### src/rtl/game_pkg.sv
// Shared definitions for the tug-of-war game datapath: arbiter state
// encoding, winner codes and default lockout sizing.
package game_pkg;

  typedef enum logic [2:0] {
    ST_IDLE   = 3'd0,
    ST_REQ_Q  = 3'd1,
    ST_WAIT_Q = 3'd2,
    ST_ARMED  = 3'd3,
    ST_MOVE   = 3'd4
  } state_e;

  localparam logic [1:0] WIN_NONE = 2'b00;
  localparam logic [1:0] WIN_P1   = 2'b01;
  localparam logic [1:0] WIN_P2   = 2'b10;

  localparam int unsigned LOCKOUT_TICKS_DEFAULT = 30;
  localparam int unsigned CNT_W_DEFAULT         = 8;

  // Exact tie: token 0 favours P1, token 1 favours P2.
  function automatic logic [1:0] tie_winner(input logic token);
    return token ? WIN_P2 : WIN_P1;
  endfunction

endpackage

### src/rtl/submit_arbiter_if.sv
// Player-submit / question-select / rope-move bundle around submit_arbiter.
interface submit_arbiter_if #(
  parameter int unsigned CNT_W = 8
);
  logic             game_tick;
  logic             round_enable;
  logic             p1_submit;
  logic             p2_submit;
  logic [3:0]       p1_answer;
  logic [3:0]       p2_answer;
  logic [3:0]       correct_ans;
  logic             question_ready;
  logic             move_left;
  logic             move_right;
  logic             q_request;
  logic             p1_locked;
  logic             p2_locked;
  logic [1:0]       last_winner;
  logic [CNT_W-1:0] round_count;

  modport slave (
    input  game_tick, round_enable, p1_submit, p2_submit, p1_answer, p2_answer,
           correct_ans, question_ready,
    output move_left, move_right, q_request, p1_locked, p2_locked,
           last_winner, round_count
  );

  modport master (
    output game_tick, round_enable, p1_submit, p2_submit, p1_answer, p2_answer,
           correct_ans, question_ready,
    input  move_left, move_right, q_request, p1_locked, p2_locked,
           last_winner, round_count
  );

endinterface

### src/rtl/lockout_timer.sv
// Per-player wrong-answer lockout: loads LOCKOUT_TICKS on a miss and counts
// down on game_tick; locked while the count is nonzero.
module lockout_timer
  import game_pkg::*;
#(
  parameter int unsigned CNT_W         = CNT_W_DEFAULT,
  parameter int unsigned LOCKOUT_TICKS = LOCKOUT_TICKS_DEFAULT
) (
  input  logic clk_100mhz,
  input  logic reset,
  input  logic clear,
  input  logic load,
  input  logic tick,
  output logic locked
);

  logic [CNT_W-1:0] cnt_q;
  logic [CNT_W-1:0] cnt_d;

  always_comb begin
    cnt_d = cnt_q;
    if (clear) begin
      cnt_d = '0;
    end else if (load) begin
      cnt_d = CNT_W'(LOCKOUT_TICKS);
    end else if (tick && (cnt_q != '0)) begin
      cnt_d = cnt_q - 1'b1;
    end
  end

  always_ff @(posedge clk_100mhz) begin
    if (reset) begin
      cnt_q <= '0;
    end else begin
      cnt_q <= cnt_d;
    end
  end

  assign locked = (cnt_q != '0);

endmodule

### src/rtl/submit_arbiter.sv
// Arbitrates P1/P2 answer submissions per question, sequences the question
// request handshake and issues one rope-move pulse per won question.
module submit_arbiter
  import game_pkg::*;
#(
  parameter int unsigned LOCKOUT_TICKS = LOCKOUT_TICKS_DEFAULT,
  parameter int unsigned CNT_W         = CNT_W_DEFAULT
) (
  input  logic              clk_100mhz,
  input  logic              reset,
  submit_arbiter_if.slave   bus
);

  state_e           state_q, state_d;
  logic             move_left_q, move_left_d;
  logic             move_right_q, move_right_d;
  logic             q_request_q, q_request_d;
  logic [1:0]       last_winner_q, last_winner_d;
  logic [CNT_W-1:0] round_count_q, round_count_d;
  logic             tie_token_q, tie_token_d;

  logic       p1_locked, p2_locked;
  logic       p1_load, p2_load;
  logic       clear_locks;
  logic       p1_hit, p1_miss, p2_hit, p2_miss;
  logic [1:0] win;

  always_comb begin
    p1_hit  = bus.p1_submit && !p1_locked && (bus.p1_answer == bus.correct_ans);
    p1_miss = bus.p1_submit && !p1_locked && (bus.p1_answer != bus.correct_ans);
    p2_hit  = bus.p2_submit && !p2_locked && (bus.p2_answer == bus.correct_ans);
    p2_miss = bus.p2_submit && !p2_locked && (bus.p2_answer != bus.correct_ans);
  end

  always_comb begin
    state_d       = state_q;
    last_winner_d = last_winner_q;
    round_count_d = round_count_q;
    tie_token_d   = tie_token_q;
    p1_load       = 1'b0;
    p2_load       = 1'b0;
    win           = WIN_NONE;

    unique case (state_q)
      ST_IDLE:   if (bus.round_enable) state_d = ST_REQ_Q;
      ST_REQ_Q:  state_d = ST_WAIT_Q;
      ST_WAIT_Q: if (bus.question_ready) state_d = ST_ARMED;
      ST_ARMED: begin
        if (p1_hit && p2_hit) begin
          win         = tie_winner(tie_token_q);
          tie_token_d = ~tie_token_q;
        end else if (p1_hit) begin
          win     = WIN_P1;
          p2_load = p2_miss;
        end else if (p2_hit) begin
          win     = WIN_P2;
          p1_load = p1_miss;
        end else begin
          p1_load = p1_miss;
          p2_load = p2_miss;
        end
        if (win != WIN_NONE) begin
          state_d       = ST_MOVE;
          last_winner_d = win;
          round_count_d = (&round_count_q) ? round_count_q : round_count_q + 1'b1;
        end
      end
      ST_MOVE:   state_d = ST_REQ_Q;
      default:   state_d = ST_IDLE;
    endcase

    // Dropping round_enable aborts from any state and squashes pending pulses.
    if (!bus.round_enable) begin
      state_d = ST_IDLE;
    end
    if (state_d == ST_IDLE) begin
      last_winner_d = WIN_NONE;
      round_count_d = '0;
      tie_token_d   = 1'b0;
      win           = WIN_NONE;
      p1_load       = 1'b0;
      p2_load       = 1'b0;
    end

    clear_locks  = (state_d == ST_IDLE);
    // Outputs are registered from the next state so each pulse lines up with
    // the cycle the FSM spends in MOVE / REQ_Q.
    move_left_d  = (win == WIN_P1);
    move_right_d = (win == WIN_P2);
    q_request_d  = (state_d == ST_REQ_Q);
  end

  always_ff @(posedge clk_100mhz) begin
    if (reset) begin
      state_q       <= ST_IDLE;
      move_left_q   <= 1'b0;
      move_right_q  <= 1'b0;
      q_request_q   <= 1'b0;
      last_winner_q <= WIN_NONE;
      round_count_q <= '0;
      tie_token_q   <= 1'b0;
    end else begin
      state_q       <= state_d;
      move_left_q   <= move_left_d;
      move_right_q  <= move_right_d;
      q_request_q   <= q_request_d;
      last_winner_q <= last_winner_d;
      round_count_q <= round_count_d;
      tie_token_q   <= tie_token_d;
    end
  end

  lockout_timer #(
    .CNT_W         (CNT_W),
    .LOCKOUT_TICKS (LOCKOUT_TICKS)
  ) u_p1_lock (
    .clk_100mhz (clk_100mhz),
    .reset      (reset),
    .clear      (clear_locks),
    .load       (p1_load),
    .tick       (bus.game_tick),
    .locked     (p1_locked)
  );

  lockout_timer #(
    .CNT_W         (CNT_W),
    .LOCKOUT_TICKS (LOCKOUT_TICKS)
  ) u_p2_lock (
    .clk_100mhz (clk_100mhz),
    .reset      (reset),
    .clear      (clear_locks),
    .load       (p2_load),
    .tick       (bus.game_tick),
    .locked     (p2_locked)
  );

  assign bus.move_left   = move_left_q;
  assign bus.move_right  = move_right_q;
  assign bus.q_request   = q_request_q;
  assign bus.p1_locked   = p1_locked;
  assign bus.p2_locked   = p2_locked;
  assign bus.last_winner = last_winner_q;
  assign bus.round_count = round_count_q;

endmodule

### src/flat_wrapper.sv
// flat-port wrapper written by rule: the top's interface ports become plain ports
module submit_arbiter_flat import game_pkg::*;
#(
  parameter int unsigned LOCKOUT_TICKS = LOCKOUT_TICKS_DEFAULT,
  parameter int unsigned CNT_W         = CNT_W_DEFAULT
)
  (clk_100mhz, reset, bus_game_tick, bus_round_enable, bus_p1_submit, bus_p2_submit, bus_p1_answer, bus_p2_answer, bus_correct_ans, bus_question_ready, bus_move_left, bus_move_right, bus_q_request, bus_p1_locked, bus_p2_locked, bus_last_winner, bus_round_count);
  submit_arbiter_if #(.CNT_W(CNT_W)) bus_i ();
  input  logic clk_100mhz;
  input  logic reset;
  input wire logic [$bits(bus_i.game_tick)-1:0] bus_game_tick;
  input wire logic [$bits(bus_i.round_enable)-1:0] bus_round_enable;
  input wire logic [$bits(bus_i.p1_submit)-1:0] bus_p1_submit;
  input wire logic [$bits(bus_i.p2_submit)-1:0] bus_p2_submit;
  input wire logic [$bits(bus_i.p1_answer)-1:0] bus_p1_answer;
  input wire logic [$bits(bus_i.p2_answer)-1:0] bus_p2_answer;
  input wire logic [$bits(bus_i.correct_ans)-1:0] bus_correct_ans;
  input wire logic [$bits(bus_i.question_ready)-1:0] bus_question_ready;
  output wire logic [$bits(bus_i.move_left)-1:0] bus_move_left;
  output wire logic [$bits(bus_i.move_right)-1:0] bus_move_right;
  output wire logic [$bits(bus_i.q_request)-1:0] bus_q_request;
  output wire logic [$bits(bus_i.p1_locked)-1:0] bus_p1_locked;
  output wire logic [$bits(bus_i.p2_locked)-1:0] bus_p2_locked;
  output wire logic [$bits(bus_i.last_winner)-1:0] bus_last_winner;
  output wire logic [$bits(bus_i.round_count)-1:0] bus_round_count;
  assign bus_i.game_tick = bus_game_tick;
  assign bus_i.round_enable = bus_round_enable;
  assign bus_i.p1_submit = bus_p1_submit;
  assign bus_i.p2_submit = bus_p2_submit;
  assign bus_i.p1_answer = bus_p1_answer;
  assign bus_i.p2_answer = bus_p2_answer;
  assign bus_i.correct_ans = bus_correct_ans;
  assign bus_i.question_ready = bus_question_ready;
  assign bus_move_left = bus_i.move_left;
  assign bus_move_right = bus_i.move_right;
  assign bus_q_request = bus_i.q_request;
  assign bus_p1_locked = bus_i.p1_locked;
  assign bus_p2_locked = bus_i.p2_locked;
  assign bus_last_winner = bus_i.last_winner;
  assign bus_round_count = bus_i.round_count;
  submit_arbiter #(.LOCKOUT_TICKS(LOCKOUT_TICKS), .CNT_W(CNT_W)) u_core (.clk_100mhz(clk_100mhz), .reset(reset), .bus(bus_i));
endmodule
### config.mk
export PLATFORM = sky130hd
export DESIGN_NAME = submit_arbiter_flat
export DESIGN_NICKNAME = d
export VERILOG_FILES = /design/src/rtl/game_pkg.sv /design/src/rtl/submit_arbiter_if.sv /design/src/rtl/lockout_timer.sv /design/src/rtl/submit_arbiter.sv /design/src/flat_wrapper.sv
export SDC_FILE = /design/constraint.sdc
export NUM_CORES = 1
export LEC_CHECK = 0
export CORE_MARGIN = 4
export CORE_UTILIZATION = 55
export CTS_CLUSTER_SIZE = 12
export DETAILED_ROUTE_END_ITERATION = 8
export PLACE_DENSITY = 0.84
export SYNTH_ARGS = -nofsm -noshare
export SYNTH_HDL_FRONTEND = slang
export SYNTH_SLANG_ARGS = --single-unit
### constraint.sdc
create_clock -name clk_100mhz -period 3.85 [get_ports clk_100mhz]
set_clock_uncertainty 0.05 [all_clocks]
set_input_delay 0.9625 -clock clk_100mhz [delete_from_list [all_inputs] [get_ports clk_100mhz]]
set_output_delay 0.9625 -clock clk_100mhz [all_outputs]
set_load 0.1 [all_outputs]
==> flow_summary.json <==
{
  "required_ps": 2840,
  "hold_buffers": 0,
  "synth.area.mux_share": 0,
  "cp_cell_sequence": "clkdlybuf4s50_1",
  "synth_xor_area_frac": 0.107,
  "crit_buf_inv": 1,
  "synth_top_family_by_area": "simple AND/OR/NAND/NOR gates",
  "status": "completed",
  "coreArea_mm2": 0.00303,
  "tns_ps": 0,
  "grt_max_degree": 22,
  "crit_path_max_fanout": 7,
  "grt_pass1_vias": 1456,
  "yosysSeqAreaShare": 0.384,
  "row_count": 20,
  "r2r_slack_ps": 1510,
  "hold_start": "u_core.bus.last_winner[1]",
  "ys_warn_count": 0,
  "grt_pass1_wl_um": 6470,
  "drt-initial-drc-count": 45,
  "hold_class": "reg -> reg",
  "async_flop_share": 0,
  "cts_tree": "yes",
  "antenna_found_initial": 0,
  "drtPass1Iterations": 4,
  "r2r_cells": 7,
  "syn_area_mm2": 0.00172,
  "numCtsBuffers": 5,
  "worstReg2RegStart": "u_core.u_p2_lock.cnt_q[0]",
  "synth_cell_types": 47,
  "cts_setup_buffers": 0,
  "fin_nets": 258,
  "io-pin-count": 34,
  "fmax_ghz": 0.338,
  "timing.final.hold_violations": 0,
  "syn_nets": 222,
  "synth_flop_cell": "dfxtp_1",
  "p_total_mw": 1.78,
  "clkSinkCount": 33,
  "cts_root_buffer": "clkbuf_4",
  "synth_top_area_share": 0.384,
  "clk_latency_ps": 320,
  "whs_ps": 416,
  "synthTopCellsByCount": "dfxtp_1, nor2_1, a21oi_1",
  "ir_drop_v": 0.000487,
  "die_area_mm2": 0.00408,
  "drc_errors": 0,
  "endpoint_kind": "primary output",
  "r2r_end": "u_core.bus.round_count[4]",
  "numPortBuffers": 33,
  "syn_inst": 198,
  "crit_path_top_delay_cell": "clkdlybuf4s50_1",
  "synthAdderAreaFrac": 0.0364,
  "cts_max_path_buffers": 2,
  "globalplace.congestion": 0.805,
  "drive_above_1_share": 0.0641,
  "grt-ovfl-total": 0,
  "critical_path.max_stage_delay_ps": 1170,
  "fin_crit_sh": 0.769,
  "leakage_nw": 0.730,
  "max-slew-margin-rel": 0.343,
  "drv_cap": 0,
  "crit_type": "reg -> out",
  "die_y_um": 63.9,
  "slew_viol_final": 0,
  "crit_cells": 1,
  "synth.area.top_cells": "dfxtp_1, xor2_1, a21oi_1",
  "via_per_inst": 5.48,
  "post_cts_resized": 0,
  "critPathArrivalTime_ps": 1950,
  "ys_ff_latch": 33,
  "whs_path_depth": 2,
  "routed-via-count": 1523,
  "cp_top_family": "buffers and inverters",
  "cts.clk_slew.worst_paths_ps": 100,
  "rsz0062_at_grt": "no",
  "min_period_ps": 2960,
  "dp.cells": 271,
  "syn_avg_cell_area_um2": 8.68,
  "power.density_mw_per_mm2": 836,
  "finalSetupViolCount": 0,
  "syn2layout_area_growth_pct": 23.9,
  "dp.final_hpwl_um": 2810,
  "crit_start": "u_core.bus.round_count[2]",
  "layoutNonFillerInstCount": 278,
  "htree_levels": 2,
  "start_util": 0.568,
  "wl_per_cell_um": 13.5,
  "synth_edf_count": 0,
  "synth.most_common_cell": "dfxtp_1",
  "antenna_left": 0,
  "worst_setup_path_start_kind": "register",
  "routed_wirelength_um": 3770,
  "synth-simple-area-share": 0.271,
  "die_w_um": 63.9,
  "hold_end": "u_core.bus.last_winner[1]",
  "synth_compound_area_frac": 0.167,
  "track_usage": 0.199,
  "diodes": 0,
  "yosys.area.top_type": "dfxtp_1",
  "worst_slew_pin_slew_ps": 982
}
-- registers in the layout, summed over array words and instances, names as in the netlist --
name,flops
u_core.bus.round_count,8
u_core.bus.last_winner,2
u_core.u_p1_lock.cnt_q,8
u_core.bus.q_request,1
u_core.bus.move_right,1
u_core.u_p2_lock.cnt_q,8
u_core.tie_token_q,1
u_core.bus.move_left,1
u_core.state_q,3
-- worst reg2reg max path, delay by kind of cell, from the launching register on --
family / cells / cell delay [ps]
AND/OR/NAND/NOR: 3 / 1280
flip-flops: 1 / 350
AO/OA/AOI/OAI: 2 / 320
adder cells (fa/ha/maj): 1 / 180
buffers and inverters: 1 / 90
-- per-stage QoR --
step	instance area [µm²]	worst slack [ps]	utilization
floorplan	1720	1370	-
global placement	2080	757	0.686
detailed placement	2080	702	0.686
CTS	2130	894	0.704
global route	2130	827	0.704
finish	2130	891	0.704
-- final cells by class --
| cell class | count | area (µm²) |
|---|---|---|
| fill | 242 | 897 |
| sequential | 33 | 661 |
| inverter | 9 | 33.8 |
| multi-input combinational | 152 | 1000 |
| clock buffer | 7 | 55.1 |
| timing repair buffer | 33 | 325 |
| tap | 44 | 55.1 |
-- where the power goes --
part / switching [mW] / internal (mW)
clock: 0.109 / 0.0862
combinational: 0.743 / 0.373
sequential: 0.0643 / 0.405
-- placed cells by master (no fill, tap or decap), types with 2 or more instances in the layout --
cell type        instances
nand3b_1                 3
xor2_1                  14
and3_1                   2
xnor2_1                  7
or3b_1                   2
or3_1                    4
nand2_1                 12
clkdlybuf4s50_1         31
a21boi_0                 3
nor2_1                  21
or4_1                    4
dfxtp_1                 33
buf_4                    2
clkbuf_4                 5
nor4_1                   3
a21oi_1                 18
inv_1                    9
ha_1                     5
o21ai_0                  8
nor3_1                   8
nor2b_1                  2
o2111ai_1                3
and2_1                   2
nor4b_1                  2
o31ai_1                  2
nand3_1                  6
-- logic make-up after synthesis --
logic type / Yosys count
AND/OR/NAND/NOR: 81
XOR/XNOR: 21
AO/OA/AOI/OAI: 45
adder cells (fa/ha/maj): 5
buffers and inverters: 13
flip-flops: 33
-- metal layers --
metal | global-route usage | vias to the layer above | share of wire
met1 | 0.261 | 694 | 0.47
met2 | 0.321 | 37 | 0.48
met4 | 0.0674 | 0 | 0.011
li1 | - | 785 | -
met5 | 0 | - | 0
met3 | 0.0457 | 7 | 0.044
-- worst max path at each step --
stage | endpoint
floorplan | bus_p1_locked
detailed placement | u_core.bus.round_count[4]
finish | bus_round_count[2]
global placement | u_core.bus.round_count[4]
global route | bus_round_count[2]
CTS | bus_round_count[2]
Power figures use the tool's default switching activity.
